===== config.mk =====
export PLATFORM = sky130hd
export DESIGN_NAME = uart_rx_control
export DESIGN_NICKNAME = d
export VERILOG_FILES = /design/src/rtl/uart_pkg.sv /design/src/rtl/uart_rx_control_sync_2ff.sv /design/src/rtl/uart_rx_control.sv
export SDC_FILE = /design/constraint.sdc
export NUM_CORES = 1
export LEC_CHECK = 0
export ABC_AREA = 1
export CAP_MARGIN = 20
export CELL_PAD_IN_SITES_DETAIL_PLACEMENT = 1
export CELL_PAD_IN_SITES_GLOBAL_PLACEMENT = 1
export CORE_AREA = 2 2 69 71
export CTS_CLUSTER_DIAMETER = 40
export DETAILED_ROUTE_END_ITERATION = 10
export DIE_AREA = 0 0 71 73
export PLACE_DENSITY_LB_ADDON = 0.1
export REMOVE_ABC_BUFFERS = 1
export SLEW_MARGIN = 20
export SYNTH_ARGS = -nofsm -noshare
export SYNTH_HDL_FRONTEND = slang
export SYNTH_HIERARCHICAL = 1
export SYNTH_SLANG_ARGS = --single-unit

===== constraint.sdc =====
create_clock -name clk -period 3.4 [get_ports clk]
set_input_delay 0.51 -clock clk [delete_from_list [all_inputs] [get_ports clk]]
set_output_delay 0.51 -clock clk [all_outputs]
set_load 0.05 [all_outputs]

===== src/rtl/uart_pkg.sv =====
// Shared UART definitions for the control link: frame geometry and receiver states.
package uart_pkg;

    typedef enum logic [2:0] {RX_IDLE, RX_START, RX_DATA, RX_STOP} rx_state_t;

    localparam logic [12:0] DEFAULT_CLKS_PER_BIT = 13'd868;
    localparam int          UART_DATA_BITS       = 8;

endpackage


===== src/rtl/uart_rx_control_sync_2ff.sv =====
// Two-flop synchronizer for a single asynchronous bit; reset value selects the idle level.
module sync_2ff #(
    parameter logic RESET_VAL = 1'b0
) (
    input  logic clk,
    input  logic rst,
    input  logic d,
    output logic q
);

    logic meta_p0;

    always_ff @(posedge clk) begin
        if (!rst) begin
            meta_p0 <= RESET_VAL;
            q       <= RESET_VAL;
        end else begin
            meta_p0 <= d;
            q       <= meta_p0;
        end
    end

endmodule


===== src/rtl/uart_rx_control.sv =====
// UART 8N1 receiver: mid-bit sampling, one-entry valid/ready holding register,
// framing-error pulse and sticky overrun flag.
module uart_rx_control
    import uart_pkg::*;
#(
    parameter logic [12:0] CLKS_PER_BIT = DEFAULT_CLKS_PER_BIT,
    parameter logic [12:0] HALF_BIT     = CLKS_PER_BIT / 13'd2
) (
    input  logic                      clk,
    input  logic                      rst,
    input  logic                      rx_i,
    output logic [UART_DATA_BITS-1:0] data_o,
    output logic                      valid_o,
    input  logic                      ready_i,
    output logic                      frame_err_o,
    output logic                      overrun_o,
    output logic                      busy_o
);

    localparam int DATA_W = UART_DATA_BITS;

    rx_state_t         state;
    logic              rx_s;
    logic [12:0]       clk_cnt;
    logic [2:0]        bit_idx;
    logic [DATA_W-1:0] shift;
    logic              half_done;
    logic              bit_done;

    sync_2ff #(.RESET_VAL(1'b1)) u_sync (
        .clk (clk),
        .rst (rst),
        .d   (rx_i),
        .q   (rx_s)
    );

    assign half_done = (clk_cnt == HALF_BIT - 13'd1);
    assign bit_done  = (clk_cnt == CLKS_PER_BIT - 13'd1);
    assign busy_o    = (state != RX_IDLE);

    always_ff @(posedge clk) begin
        if (!rst) begin
            state       <= RX_IDLE;
            clk_cnt     <= '0;
            bit_idx     <= '0;
            shift       <= '0;
            data_o      <= '0;
            valid_o     <= 1'b0;
            frame_err_o <= 1'b0;
            overrun_o   <= 1'b0;
        end else begin
            frame_err_o <= 1'b0;
            // A load in RX_STOP below overrides this consume in the same cycle.
            if (valid_o && ready_i)
                valid_o <= 1'b0;

            case (state)
                RX_IDLE: begin
                    clk_cnt <= '0;
                    bit_idx <= '0;
                    if (!rx_s)
                        state <= RX_START;
                end
                RX_START: begin
                    if (half_done) begin
                        clk_cnt <= '0;
                        state   <= rx_s ? RX_IDLE : RX_DATA;
                    end else begin
                        clk_cnt <= clk_cnt + 13'd1;
                    end
                end
                RX_DATA: begin
                    if (bit_done) begin
                        clk_cnt        <= '0;
                        shift[bit_idx] <= rx_s;
                        if (bit_idx == 3'd7) begin
                            bit_idx <= '0;
                            state   <= RX_STOP;
                        end else begin
                            bit_idx <= bit_idx + 3'd1;
                        end
                    end else begin
                        clk_cnt <= clk_cnt + 13'd1;
                    end
                end
                RX_STOP: begin
                    if (bit_done) begin
                        clk_cnt <= '0;
                        state   <= RX_IDLE;
                        if (!rx_s) begin
                            frame_err_o <= 1'b1;
                        end else if (!valid_o || ready_i) begin
                            data_o  <= shift;
                            valid_o <= 1'b1;
                        end else begin
                            overrun_o <= 1'b1;
                        end
                    end else begin
                        clk_cnt <= clk_cnt + 13'd1;
                    end
                end
                default: begin
                    clk_cnt <= '0;
                    bit_idx <= '0;
                    state   <= RX_IDLE;
                end
            endcase
        end
    end

endmodule

==> results of run 1 <==
-- worst max-delay path, cell delays in order (launching register included) --
cell	delay (ns)
dfxtp_1	0.45
inv_1	0.15
nand2_1	0.08
clkdlybuf4s50_1	0.79
-- worst max path at each step --
stage | endpoint | cells after the start | start | slack, ns
after global placement | clk_cnt[7] | 5 | rst | 1.02
after floorplan | data_o[0] | 8 | clk_cnt[0] | 1.85
after CTS | busy_o | 3 | state[1] | 1.12
after detailed placement | clk_cnt[10] | 5 | rst | 0.95
after global routing | busy_o | 3 | state[1] | 1.03
final | busy_o | 3 | state[1] | 1.12
-- registers in the layout, summed over array words and instances, names as in the netlist --
name and cells:
u_sync/meta_p0 1, valid_o 1, u_sync/q 1, bit_idx 3, clk_cnt 13, state 2
frame_err_o 1, shift 8, overrun_o 1, data_o 8
-- layout make-up --
class | instances | area, um^2
multi-input cells | 187 | 953
clock inverters | 2 | 12.5
repair buffers | 16 | 158
flip-flops and latches | 39 | 781
clock buffers | 6 | 72.6
well taps | 54 | 67.6
inverters | 32 | 120
fillers | 596 | 2370
-- Yosys cell counts, types with 4 or more instances --
cell and instances:
nand2_1 56, nor3_1 4, nand3_1 20, inv_1 24
buf_2 4, ha_1 4, inv_2 8, nor2_1 40
a21oi_1 22, nand4_1 21, dfxtp_1 39, xor2_1 5
-- through the flow --
step                utilization  std cells  power (uW)  hold WS (ns)
global placement          0.458        328         680         0.397
finish                    0.477        336         982         0.417
global route              0.477        336        1040         0.441
detailed placement        0.458        328         684         0.405
CTS                       0.477        336         996         0.425
floorplan                     -        258         629         0.380
-- layout by cell type (no fill, tap or decap) --
master,Yosys,routed
nor2_1,40,40
nand4_4,1,1
or2_1,1,1
inv_1,24,24
a21oi_1,22,22
clkinvlp_4,0,1
nand4_1,21,21
nand3_2,2,2
xnor2_1,1,1
xor2_1,5,5
o21a_1,1,1
buf_4,1,1
clkbuf_8,0,5
inv_2,8,8
nand3_1,20,20
nor3_2,1,1
ha_1,4,4
clkdlybuf4s50_1,0,15
nand2_2,2,2
nor3b_1,2,2
clkinv_2,0,1
clkbuf_1,2,1
nor2_8,1,1
o21ai_0,2,2
nand2_1,56,56
nor3_1,4,4
nor2_2,1,1
dfxtp_1,39,39
-- routing by layer --
metal | vias up | GRT usage | wire, um
met5 | - | 0 | 0
met4 | 0 | 0.0566 | 59
met3 | 5 | 0.0414 | 107
met2 | 20 | 0.274 | 1860
met1 | 791 | 0.256 | 2270
li1 | 894 | - | -
-- power groups by stage --
stage               Sequential (uW)  Combinational (uW)  Clock (uW)
detailed placement              501                 183           0
finish                          490                 181         311
floorplan                       497                 132           0
global placement                501                 179           0
CTS                             490                 184         321
global route                    493                 209         339
-- logic make-up after synthesis --
group / after synthesis / share of synthesized area
AND/OR/NAND/NOR: 152 / 0.378
adder cells (fa/ha/maj): 4 / 0.0262
AO/OA/AOI/OAI: 25 / 0.0668
XOR/XNOR: 6 / 0.0275
buffers and inverters: 41 / 0.0929
flip-flops: 39 / 0.408
==> flow_summary.ini, run 1 <==
[status]
status = finished clean

[finish]
diodes = 0
drive_gt1_frac = 0.0851
area_growth_pct = 13.2
layout.nets = 289
fin_area_um2 = 2160

[critical_path]
ff2ff_path_depth = 8
crit_required_ns = 2.89
cp.arrival_ns = 1.77
r2r_slack_ns = 1.54
path_max_fanout = 6
endpoint_kind = primary output
critPathKind = reg -> out
r2r-end = data_o[6]
worstSetupStartpointType = flop
rr_startpoint = clk_cnt[0]

[grt]
grt_pass1_wl_mm = 7.44
antenna_found_initial = 0
grt_overflow = 0
grt_max_degree = 28
grt_use_total = 0.181
grt_pass1_vias = 1593

[logic_synthesis]
synth_cells = 267
synth.top_cell.area_share = 0.408
synth_area_per_cell_um2 = 7.16
synthFlopType = dfxtp_1
ys_seq_area_frac = 0.408
yosys_warnings = 6
synth_top_area_cell = dfxtp_1
yosysUniqueCellTypes = 26
synth_area_leaders = dfxtp_1 (41%), nand2_1 (11%), nor2_1 (7.9%)
ys_ff_latch = 39
synthArstFlopShare = 0
synth_edf_count = 0
syn_area_um2 = 1910

[route]
firstDrtPassIters = 4
drt_iter0_markers = 70
finalWirelength_mm = 4.30
num_vias = 1710
viasPerCell = 5.09
route.detailed.drc = 0
antenna_left = 0
wl_per_cell_um = 12.8

[clocking]
clock_latency_ns = 0.30
postCtsSetupRepairBufs = 0
clkTransAtPathRegs_ns = 0.08
cts_inserted_buffers = 5
cts_buffer_depth = 2
clock_sinks = 39
cts_tree = done
htree_levels = 2
post_cts_resized = 0
ctsHoldBuffers = 0
clockRootBuffer = clkbuf_8

[flow_run]
cap_violations = 0

[worst_hold_path]
hold_depth = 2
hold_path_class = reg -> reg
hp-start = u_sync/meta_p0
hold-path-endpoint = u_sync/q

[placed_design]
place.gp.congestion = 0.793
port_buffers = 15
post-place-ws_ns = 0.950
placed_area_um2 = 2080
hpwl_mm = 3.06

[sta]
slew_violations = 0
relSlewSlack = 0.521
fin_ws_ns = 1.12
rsz0062_at_grt = no
hold_violations = 0
setup_violations = 0
fmax_mhz = 439
fin_skew_ns = 0.00720
worst_pin_slew_ns = 0.717
min_period_ns = 2.28
fin_setup_tns_ns = 0
fin_crit_sh = 0.669

[power_and_ir_drop]
pwr-share-comb = 0.184
power_density_nw_per_um2 = 454
seqPwrFrac = 0.499
p_sw_frac = 0.322
leakagePower_uw = 0.000814
switchingPower_uw = 316
intPower_uw = 665
p_clk_frac = 0.317
peakVddDrop_mv = 0.243

[die]
num_rows = 25
die_h_um = 73
die-width_um = 71
fp.dieArea_um2 = 5180
start_util = 0.422
io_pins = 16
core_area_um2 = 4540
No activity file was read; power rests on OpenSTA's default activity.
==> run 2: changes to the inputs <==
--- a/config.mk
+++ b/config.mk
@@ -9,10 +9,10 @@
 export CAP_MARGIN = 20
 export CELL_PAD_IN_SITES_DETAIL_PLACEMENT = 1
 export CELL_PAD_IN_SITES_GLOBAL_PLACEMENT = 1
-export CORE_AREA = 2 2 69 71
+export CORE_AREA = 2 2 72 74
 export CTS_CLUSTER_DIAMETER = 40
 export DETAILED_ROUTE_END_ITERATION = 10
-export DIE_AREA = 0 0 71 73
+export DIE_AREA = 0 0 74 76
 export PLACE_DENSITY_LB_ADDON = 0.1
 export REMOVE_ABC_BUFFERS = 1
 export SLEW_MARGIN = 20
==> constraint.sdc (replaced) <==
create_clock -name clk -period 2.2 [get_ports clk]
set_input_delay 0.33 -clock clk [delete_from_list [all_inputs] [get_ports clk]]
set_output_delay 0.33 -clock clk [all_outputs]
set_load 0.05 [all_outputs]
==> flow_summary.ini, run 2 (synthesis gave the netlist of run 1 again) <==
[worst_hold_path]
hold_path_class = reg -> reg
hold_depth = 2

[power_and_ir_drop]
leakagePower_uw = 0.000836
power_density_nw_per_um2 = 691
peakVddDrop_mv = 0.342

[critical_path]
slowest_stage = clkdlybuf4s50_1
worstSetupStartpointType = flop
ff2ff_path_depth = 8
path_max_fanout = 6
path_buf_inv = 2
path_depth = 3
endpoint_kind = primary output
crit_family = buffers and inverters
cp_cell_sequence = inv_1, nand2_1, clkdlybuf4s50_1
r2r_slack_ns = 0.43
cp.arrival_ns = 1.75
critPathKind = reg -> out
crit_required_ns = 1.87
slowest_delay_ns = 0.79

[sta]
worst_pin_slew_ns = 0.514
fin_crit_sh = 0.946
hold_violations = 0
rsz0062_at_grt = no
fin_setup_tns_ns = 0
fmax_mhz = 480
fin_skew_ns = 0.00371
slew_violations = 0
relSlewSlack = 0.656
min_period_ns = 2.08
hold_slack_ns = 0.417
setup_violations = 0

[clocking]
cts_inserted_buffers = 5
clock_latency_ns = 0.29
clock_sinks = 39
htree_levels = 2
clkTransAtPathRegs_ns = 0.07
cts_tree = done
ctsHoldBuffers = 0
cts_buffer_depth = 2
post_cts_resized = 0
postCtsSetupRepairBufs = 0
clockRootBuffer = clkbuf_8

[finish]
largest_register_ffs = 13
fill_cells = 641
reg.largest.list = clk_cnt (13), data_o (8), shift (8)
post-route-util = 0.450
layout.nets = 292
diodes = 0
drive_gt1_frac = 0.0951
layout_common_cells = nand2_1 (56), nor2_1 (40), dfxtp_1 (39)
regMostFlops = clk_cnt
layout_commonest_cell = nand2_1
area_growth_pct = 15.6

[grt]
antenna_found_initial = 0
grt_use_total = 0.174
grt_pass1_wl_mm = 7.85
grt_max_degree = 22
grt_overflow = 0
grt_pass1_vias = 1699

[status]
status = finished clean

[route]
antenna_left = 0
wl_per_cell_um = 12.4
drt_iter0_markers = 44
num_vias = 1776
viasPerCell = 5.02
firstDrtPassIters = 4
route.detailed.drc = 0
finalWirelength_mm = 4.41

[die]
die-width_um = 74
core_area_um2 = 4910
die_h_um = 76
num_rows = 26
start_util = 0.389
io_pins = 16
fp.dieArea_um2 = 5620

[placed_design]
port_buffers = 15
place.gp.congestion = 0.806
hpwl_mm = 3.19

[flow_run]
cap_violations = 0
-- run 2: report_power, final --
part | total, uW | switching [uW] | internal [uW]
Sequential | 760 | 32.7 | 727
Combinational | 278 | 195 | 82.4
Clock | 488 | 242 | 246
Total | 1530 | 470 | 1060
-- run 2: layer usage --
metal / part of all wire / global-route usage / up-vias
met4: 0.018 / 0.0655 / 0
met3: 0.024 / 0.0291 / 9
met5: 0 / 0 / -
li1: - / - / 902
met2: 0.45 / 0.257 / 26
met1: 0.51 / 0.251 / 839
-- run 2: through the flow --
step | cell area (um^2) | setup WS, ns | instances | total power, uW
global placement | 2120 | 0.386 | 347 | 1050
global route | 2210 | 0.0278 | 354 | 1620
finish | 2210 | 0.118 | 354 | 1530
CTS | 2210 | 0.109 | 354 | 1550
detailed placement | 2120 | 0.357 | 347 | 1060
floorplan | 1850 | 0.646 | 258 | 973
-- run 2: worst min-delay path, cell delays in order (launching register included) --
cell and delay (ns):
dfxtp_1 0.31, inv_1 0.04, nand2_1 0.04
-- run 2: worst paths after layout --
kind                  start          end
min          u_sync/meta_p0     u_sync/q
max                state[1]       busy_o
min reg2reg  u_sync/meta_p0     u_sync/q
max reg2reg      clk_cnt[0]  clk_cnt[10]
-- run 2: layout make-up --
type                    count  area (um^2)  area share
well taps                  70         87.6      0.0396
flip-flops and latches     39          781       0.353
clock inverters             1         5.00     0.00227
inverters                  32          120      0.0544
repair buffers             19          180      0.0815
multi-input cells         187          953       0.431
clock buffers               6         82.6      0.0374
==> run 3: changes to the inputs <==
--- a/config.mk
+++ b/config.mk
@@ -15,6 +15,7 @@
 export DIE_AREA = 0 0 74 76
 export PLACE_DENSITY_LB_ADDON = 0.1
 export REMOVE_ABC_BUFFERS = 1
+export SETUP_SLACK_MARGIN = 0.4
 export SLEW_MARGIN = 20
 export SYNTH_ARGS = -nofsm -noshare
 export SYNTH_HDL_FRONTEND = slang
==> flow_summary.ini, run 3 (synthesis gave the netlist of run 1 again) <==
[status]
status = finished clean

[sta]
slew_violations = 0
setup_violations = 0
worst_pin_slew_ns = 0.516
rsz0062_at_grt = yes
fmax_mhz = 567
fin_setup_tns_ns = 0
fin_ws_ns = 0.438
relSlewSlack = 0.655
hold_violations = 0
fin_skew_ns = 0.00356
fin_crit_sh = 0.801
min_period_ns = 1.76

[grt]
grt_max_degree = 22
grt_use_total = 0.173
grt_pass1_vias = 1700
grt_overflow = 0
antenna_found_initial = 0
grt_pass1_wl_mm = 7.83

[finish]
layout.nets = 294
area_growth_pct = 17.2
layout_commonest_cell = nand2_1
post-route-util = 0.456
drive_gt1_frac = 0.119
largest_register_ffs = 13
layout_common_cells = nand2_1 (55), nor2_1 (39), dfxtp_1 (39)
reg.largest.list = clk_cnt (13), data_o (8), shift (8)
diodes = 0
regMostFlops = clk_cnt

[critical_path]
r2r-end = shift[6]
slowest_delay_ns = 0.82
cp.arrival_ns = 1.43
crit_start = valid_o
slowest_stage = clkdlybuf4s50_1
crit_family = buffers and inverters
critPathKind = reg -> out
crit_required_ns = 1.87
worstSetupStartpointType = flop
ff2ff_path_depth = 9
rr_startpoint = clk_cnt[0]
path_max_fanout = 2
endpoint_kind = primary output
cp_cell_sequence = clkdlybuf4s50_1
path_buf_inv = 1
critPathCapture = valid_o
r2r_slack_ns = 0.59
path_depth = 1

[die]
die-width_um = 74
start_util = 0.389
io_pins = 16
fp.dieArea_um2 = 5620
core_area_um2 = 4910
die_h_um = 76
num_rows = 26

[power_and_ir_drop]
peakVddDrop_mv = 0.344
leakagePower_uw = 0.000883
power_density_nw_per_um2 = 678
p_total_uw = 1520

[placed_design]
hpwl_mm = 3.19
place.gp.congestion = 0.806
post-place-ws_ns = 0.357
port_buffers = 15

[route]
drt_iter0_markers = 46
wl_per_cell_um = 12.4
firstDrtPassIters = 4
antenna_left = 0
finalWirelength_mm = 4.40
route.detailed.drc = 0
viasPerCell = 4.97
num_vias = 1770

[clocking]
clkTransAtPathRegs_ns = 0.07
htree_levels = 2
cts_buffer_depth = 2
ctsHoldBuffers = 0
cts_tree = done
clockRootBuffer = clkbuf_8
clock_latency_ns = 0.29
clock_sinks = 39
cts_inserted_buffers = 5

[worst_hold_path]
hold_path_class = reg -> reg

[flow_run]
cap_violations = 0
run 3: worst min-delay path by stage:
stage | startpoint | end | slack [ns] | cells past startpoint
after floorplan | u_sync/meta_p0 | u_sync/q | 0.38 | 2
after global placement | u_sync/meta_p0 | u_sync/q | 0.39 | 2
after detailed placement | u_sync/meta_p0 | u_sync/q | 0.41 | 2
after CTS | u_sync/meta_p0 | u_sync/q | 0.43 | 2
after global routing | u_sync/meta_p0 | u_sync/q | 0.46 | 2
final | u_sync/meta_p0 | u_sync/q | 0.42 | 2
run 3: layer usage:
metal	share of wire	track usage	up-vias
met3	0.024	0.0291	9
met5	0	0	-
met2	0.45	0.256	23
li1	-	-	904
met4	0.018	0.0655	0
met1	0.51	0.250	834
run 3: metrics by stage:
step | hold WS (ns) | instances | cell area, um^2
4_1_cts | 0.426 | 354 | 2210
2_1_floorplan | 0.380 | 258 | 1850
5_1_grt | 0.460 | 356 | 2240
3_5_place_dp | 0.406 | 347 | 2120
3_3_place_gp | 0.391 | 347 | 2120
6_report | 0.417 | 356 | 2240
run 3: final cells by class:
cell class | count | area, um^2
Sequential cell | 39 | 781
Tap cell | 70 | 87.6
Inverter | 32 | 120
Multi-Input combinational cell | 187 | 966
Clock buffer | 6 | 82.6
Clock inverter | 1 | 5.00
Timing Repair Buffer | 21 | 199
Fill cell | 646 | 2670
run 3: timing repair:
item                                    in CTS  in global routing
buffers inserted                             0                  2
hold endpoints to repair                     0                  0
pin swaps                                    0                  1
endpoints found under the setup margin       2                 21
gates resized for setup                      3                  7
run 3: where the power goes:
part,internal (uW),switching [uW]
Sequential,727,33.1
Combinational,74.9,196
Clock,246,243
run 3: worst reg2reg max path, cell delays in order (launching register included):
cell and delay (ns):
dfxtp_1 0.39, ha_2 0.25, inv_1 0.05, nor2_1 0.12, nand3_2 0.13, nor2_8 0.17
buf_6 0.17, nand3_1 0.08, nand2_1 0.08, a21oi_1 0.06
